**src/rtl/tt_seq_mult_display.sv**
```systemverilog
// Two-operand sequential shift-add multiplier driven by a synchronised button,
// with a paged two-digit hex 7-segment display of operands, product or status.
module tt_seq_mult_display #(
    parameter int OP_W        = 4,
    parameter int SYNC_STAGES = 2
) (
    input  logic                 clk,
    input  logic                 rst_n,
    input  logic                 pulse,
    input  logic [OP_W-1:0]      key,
    input  logic [1:0]           page,
    output logic                 busy,
    output logic                 done,
    output logic [2*OP_W-1:0]    product,
    output logic [13:0]          disp_out,
    output logic [1:0]           dbg_state
);

    localparam int PW = 2 * OP_W;
    localparam logic [3:0] LAST_STEP = 4'(OP_W - 1);

    typedef enum logic [1:0] {
        S_IDLE   = 2'd0,
        S_WAIT_B = 2'd1,
        S_CALC   = 2'd2,
        S_DONE   = 2'd3
    } state_t;

    // Reset asserts asynchronously but is released on a clock edge.
    logic [1:0] rst_pipe;
    logic       rst_i;

    always_ff @(posedge clk or negedge rst_n) begin
        if (!rst_n) begin
            rst_pipe <= '0;
        end else begin
            rst_pipe <= {rst_pipe[0], 1'b1};
        end
    end

    assign rst_i = rst_pipe[1];

    logic [SYNC_STAGES-1:0] sync_q;
    logic                   sync_dly;
    logic                   enter;

    always_ff @(posedge clk or negedge rst_i) begin
        if (!rst_i) begin
            sync_q   <= '0;
            sync_dly <= 1'b0;
        end else begin
            sync_q   <= {sync_q[SYNC_STAGES-2:0], pulse};
            sync_dly <= sync_q[SYNC_STAGES-1];
        end
    end

    // One enter per rising edge of the synchronised button, however long it is held.
    assign enter = sync_q[SYNC_STAGES-1] & ~sync_dly;

    state_t           state;
    logic [OP_W-1:0]  a_q;
    logic [OP_W-1:0]  b_q;
    logic [PW-1:0]    acc_q;
    logic [3:0]       count_q;

    logic [OP_W-1:0]  b_shift;
    logic [PW-1:0]    addend;
    logic [PW-1:0]    acc_next;

    always_comb begin
        b_shift  = b_q >> count_q;
        addend   = b_shift[0] ? (PW'(a_q) << count_q) : '0;
        acc_next = acc_q + addend;
    end

    always_ff @(posedge clk or negedge rst_i) begin
        if (!rst_i) begin
            state   <= S_IDLE;
            a_q     <= '0;
            b_q     <= '0;
            acc_q   <= '0;
            count_q <= '0;
            product <= '0;
            busy    <= 1'b0;
            done    <= 1'b0;
        end else begin
            case (state)
                S_IDLE: begin
                    if (enter) begin
                        a_q     <= key;
                        product <= '0;
                        state   <= S_WAIT_B;
                    end
                end
                S_WAIT_B: begin
                    if (enter) begin
                        b_q     <= key;
                        acc_q   <= '0;
                        count_q <= '0;
                        busy    <= 1'b1;
                        state   <= S_CALC;
                    end
                end
                S_CALC: begin
                    // Button events arriving here are dropped, not queued.
                    acc_q   <= acc_next;
                    count_q <= count_q + 4'd1;
                    if (count_q == LAST_STEP) begin
                        product <= acc_next;
                        busy    <= 1'b0;
                        done    <= 1'b1;
                        state   <= S_DONE;
                    end
                end
                S_DONE: begin
                    if (enter) begin
                        a_q     <= key;
                        product <= '0;
                        done    <= 1'b0;
                        state   <= S_WAIT_B;
                    end
                end
                default: begin
                    busy  <= 1'b0;
                    done  <= 1'b0;
                    state <= S_IDLE;
                end
            endcase
        end
    end

    assign dbg_state = state;

    function automatic logic [6:0] hex_seg(input logic [3:0] nib);
        logic [6:0] seg;
        case (nib)
            4'h0: seg = 7'h3F;
            4'h1: seg = 7'h06;
            4'h2: seg = 7'h5B;
            4'h3: seg = 7'h4F;
            4'h4: seg = 7'h66;
            4'h5: seg = 7'h6D;
            4'h6: seg = 7'h7D;
            4'h7: seg = 7'h07;
            4'h8: seg = 7'h7F;
            4'h9: seg = 7'h6F;
            4'hA: seg = 7'h77;
            4'hB: seg = 7'h7C;
            4'hC: seg = 7'h39;
            4'hD: seg = 7'h5E;
            4'hE: seg = 7'h79;
            default: seg = 7'h71;
        endcase
        return seg;
    endfunction

    // Zero-extend so nibbles beyond the product width read as 0.
    logic [15:0] prod_ext;
    logic [3:0]  upper_nib;
    logic [3:0]  lower_nib;

    assign prod_ext = 16'(product);

    always_comb begin
        upper_nib = 4'h0;
        lower_nib = 4'h0;
        case (page)
            2'd0: begin
                upper_nib = a_q[3:0];
                lower_nib = b_q[3:0];
            end
            2'd1: begin
                upper_nib = prod_ext[7:4];
                lower_nib = prod_ext[3:0];
            end
            2'd2: begin
                upper_nib = prod_ext[15:12];
                lower_nib = prod_ext[11:8];
            end
            default: begin
                upper_nib = {2'b00, state};
                lower_nib = count_q;
            end
        endcase
        disp_out = {hex_seg(upper_nib), hex_seg(lower_nib)};
    end

endmodule

```
**config.mk**
```make
export PLATFORM = sky130hd
export DESIGN_NAME = tt_seq_mult_display
export DESIGN_NICKNAME = d
export VERILOG_FILES = /design/src/rtl/tt_seq_mult_display.sv
export SDC_FILE = /design/constraint.sdc
export NUM_CORES = 1
export LEC_CHECK = 0
export BUFFER_PORTS_ARGS = -buffer_cell sky130_fd_sc_hd__buf_2
export CAP_MARGIN = 20
export CORE_MARGIN = 1.5
export CORE_UTILIZATION = 56
export CTS_CLUSTER_DIAMETER = 30
export DETAILED_ROUTE_END_ITERATION = 10
export GPL_TIMING_DRIVEN = 0
export PLACE_DENSITY = 0.76
export SLEW_MARGIN = 20
export SYNTH_ARGS = -nofsm -noshare
export SYNTH_HDL_FRONTEND = slang
export SYNTH_SLANG_ARGS = --single-unit
```
**constraint.sdc**
```tcl
create_clock -name clk -period 2.6 [get_ports clk]
set_input_delay 0.52 -clock clk [delete_from_list [all_inputs] [get_ports clk]]
set_output_delay 0.52 -clock clk [all_outputs]
set_load 0.02 [all_outputs]
```
==> impl_metrics.toml <==
[timing]
relSlewSlack_pct = 48.6
final.setup_skew_ps = 11.8
period_share_pct = 106
post-route-worst-setup-slack_ps = -149
final-setup-viol-count = 7
hold_viol = 0
timing.fmax_mhz = 364
tightest_slew_ps = 770
slew_violations = 0
grt_setup_unrepaired = "true"
worst_hold_slack_ps = 339
fin_crit_ps = 2750

[yosys]
ys_seq_area_share_pct = 35.4
async_reset_ff_share_pct = 100
syn-num-nets = 301
yosys_warnings = 0
synth.area.top_cells = "dfrtp_1 35%, ha_1 12%, mux2i_1 5.7%"
synth_top_area_share_pct = 35.4
yosys.area.top_type = "dfrtp_1"
synth-edff-count = 0
ys.flop_type = "dfrtp_1"
syn_area_um2 = 2620
ys_types = 53
synthCells = 265
synth-seq-cells = 37
synth.avg_cell_area_um2 = 9.88

[pwr]
vdd_drop_max_v = 0.000614
power_density_nw_per_um2 = 1090
totalPowerFinal_w = 0.00360
leakagePower_nw = 1.53

[global_route]
met1_usage_pct = 34.0
grt-ovfl-total = 0
track_usage_pct = 27.2
grt_max_degree = 36
antenna_found_initial = 0
use_met3_pct = 5.34
gr-usage-met2_pct = 47.1
grt_pass1_wl_mm = 10.9
busiest_layer = "met2"
grt_pass1_vias = 2334

[run_status]
violations = "negative setup slack"
outcome = "complete, but fails checks"

[setup_path]
cp_cell_sequence = "mux2i_4 -> or4_4 -> nor3b_2 -> ha_2 -> buf_6 -> fa_2 -> a211oi_2 -> o21bai_1 -> a21oi_1 -> xnor2_1 -> a22o_1"
critPathLaunch = "count_q[0]$_DFFE_PN0P_"
critical_path_arrival_ps = 2920
r2r-start = "count_q[0]$_DFFE_PN0P_"
worst-r2r-setup-slack_ps = -150
worstSetupPathType = "register to register"
crit_required_ps = 2780
crit_path_max_fanout = 5
endpoint = "product[6]$_DFFE_PN0P_"
critPathMaxStageDelay_ps = 470
reg2reg_depth = 11
r2r-end = "product[6]$_DFFE_PN0P_"
start_kind = "register"
endpoint_kind = "register"
cp_slowest_cell = "dfrtp_2"

[detailed_routing]
drt_first_iter_violations = 91
ant_nets = 0
remaining_drc_errors = 0
drt_first_pass_iters = 4
wl_mm = 6.46
viasPerCell = 6.03
wl_per_cell_um = 17.3
via_count = 2257

[clocking]
path_clk_slew_ps = 70
cts.path.max_buffers = 2
cts_root_buffer = "clkbuf_8"
cts_tree = "yes"
cts.sinks = 37
cts_buffers = 5
htree_levels = 2
clk_latency_ps = 290

[final_layout]
nets = 357
final_cell_mix = "32 x buf_2, 31 x dfrtp_1, 26 x nand2_1"
syn_to_final_growth_pct = 26.1
final_cells = 374
fin_util_pct = 74.8
layout_commonest_cell = "buf_2"
drive_gt1_share_pct = 36.3
diodes = 0

[die]
die_h_um = 71.4
fp-row-count = 24
io_pins = 35
die_x_um = 71.4
initial_core_util_pct = 59.3
die_area_um2 = 5090
core_um2 = 4410

[placement]
portBuffers = 33
place.gp.congestion = 0.903
dpl.cell_count = 350
dp_hpwl_mm = 4.23

[flow_run]
cap_violations = 0

[worst_hold_path]
hp-class = "input port to register"
==> flip-flops by register name, summed over array words and instances (netlist names), 2 cells and up <==
name       flops
a_q            4
acc_q          8
b_q            4
count_q        4
dbg_state      2
product        8
rst_pipe       2
sync_q         2
==> per-layer routing <==
metal | vias up | part of all wire [%]
li1 | 1077 | -
met1 | 1095 | 42
met2 | 71 | 50
met3 | 14 | 5.4
met4 | 0 | 2.2
met5 | - | 0
==> layout make-up <==
class	count	area, um2
clock inverter	1	30.0
timing repair buffer	50	315
fill	300	1110
tap	52	65.1
buffer	10	76.3
clock buffer	7	86.3
inverter	10	37.5
sequential	37	933
multi-input combinational	207	1760
==> worst min path at each step <==
| stage | slack [ps] | end | start | cells past startpoint |
|---|---|---|---|---|
| floorplan | 220 | rst_pipe[0]$_DFF_PN0_ | rst_n | 0 |
| global placement | 300 | rst_pipe[0]$_DFF_PN0_ | rst_n | 1 |
| detailed placement | 310 | rst_pipe[0]$_DFF_PN0_ | rst_n | 1 |
| CTS | 330 | sync_q[0]$_DFF_PN0_ | pulse | 1 |
| global route | 340 | sync_q[0]$_DFF_PN0_ | pulse | 1 |
| finish | 340 | sync_q[0]$_DFF_PN0_ | pulse | 1 |
==> power breakdown <==
group | total [W] | switching [W] | internal [W]
combinational | 0.00215 | 0.00118 | 0.000969
clock | 0.000517 | 0.000204 | 0.000313
sequential | 0.000938 | 0.000203 | 0.000735
==> stage by stage <==
stage          TNS [ps]  cell area, um2  setup WS (ps)
2_1_floorplan         0            2620           4.12
3_3_place_gp      -2090            2850           -236
3_5_place_dp      -2680            2850           -294
4_1_cts           -60.2            3210          -60.2
5_1_grt           -1320            3300           -226
6_report           -606            3300           -149
==> synth_stat cells (3+ instances only) <==
library cell	instances
a21o_1	4
a21oi_1	17
a22o_1	17
a31oi_1	3
and3_1	3
buf_6	3
clkbuf_1	5
dfrtp_1	37
ha_1	26
inv_1	10
mux2_2	10
mux2i_1	15
nand2_1	27
nor2_1	13
nor3_1	4
o21ai_0	17
xnor2_1	4
==> kinds of logic (layout without fill, tap and decap cells) <==
kind of cell / Yosys count / in the layout / share of synthesized area, %
adder cells (fa/ha/maj): 27 / 27 / 13.2
multiplexers: 26 / 26 / 10.9
flip-flops: 37 / 37 / 35.4
other: 1 / 1 / 0.143
XOR/XNOR: 6 / 6 / 2.01
AND/OR/NAND/NOR: 66 / 66 / 12.2
AO/OA/AOI/OAI: 81 / 81 / 22.0
buffers and inverters: 21 / 78 / 4.11
==> worst max-delay path: cells and delay by family, from the launching register on <==
kind,cells,cell delay (ps)
mux,1,220
xor+xnor,1,160
fa+ha+maj,2,450
buf+inv,1,100
flops,1,470
compound gates,4,580
simple gates,2,660
==> timing repair <==
action	4_1_cts	5_1_grt
gates resized for setup	36	19
hold buffers	1	0
hold endpoints to repair	2	0
endpoints found under the setup margin	15	18
gates cloned	0	0
buffers inserted	12	4
pin swaps	10	5
(Power assumes the default switching activity.)
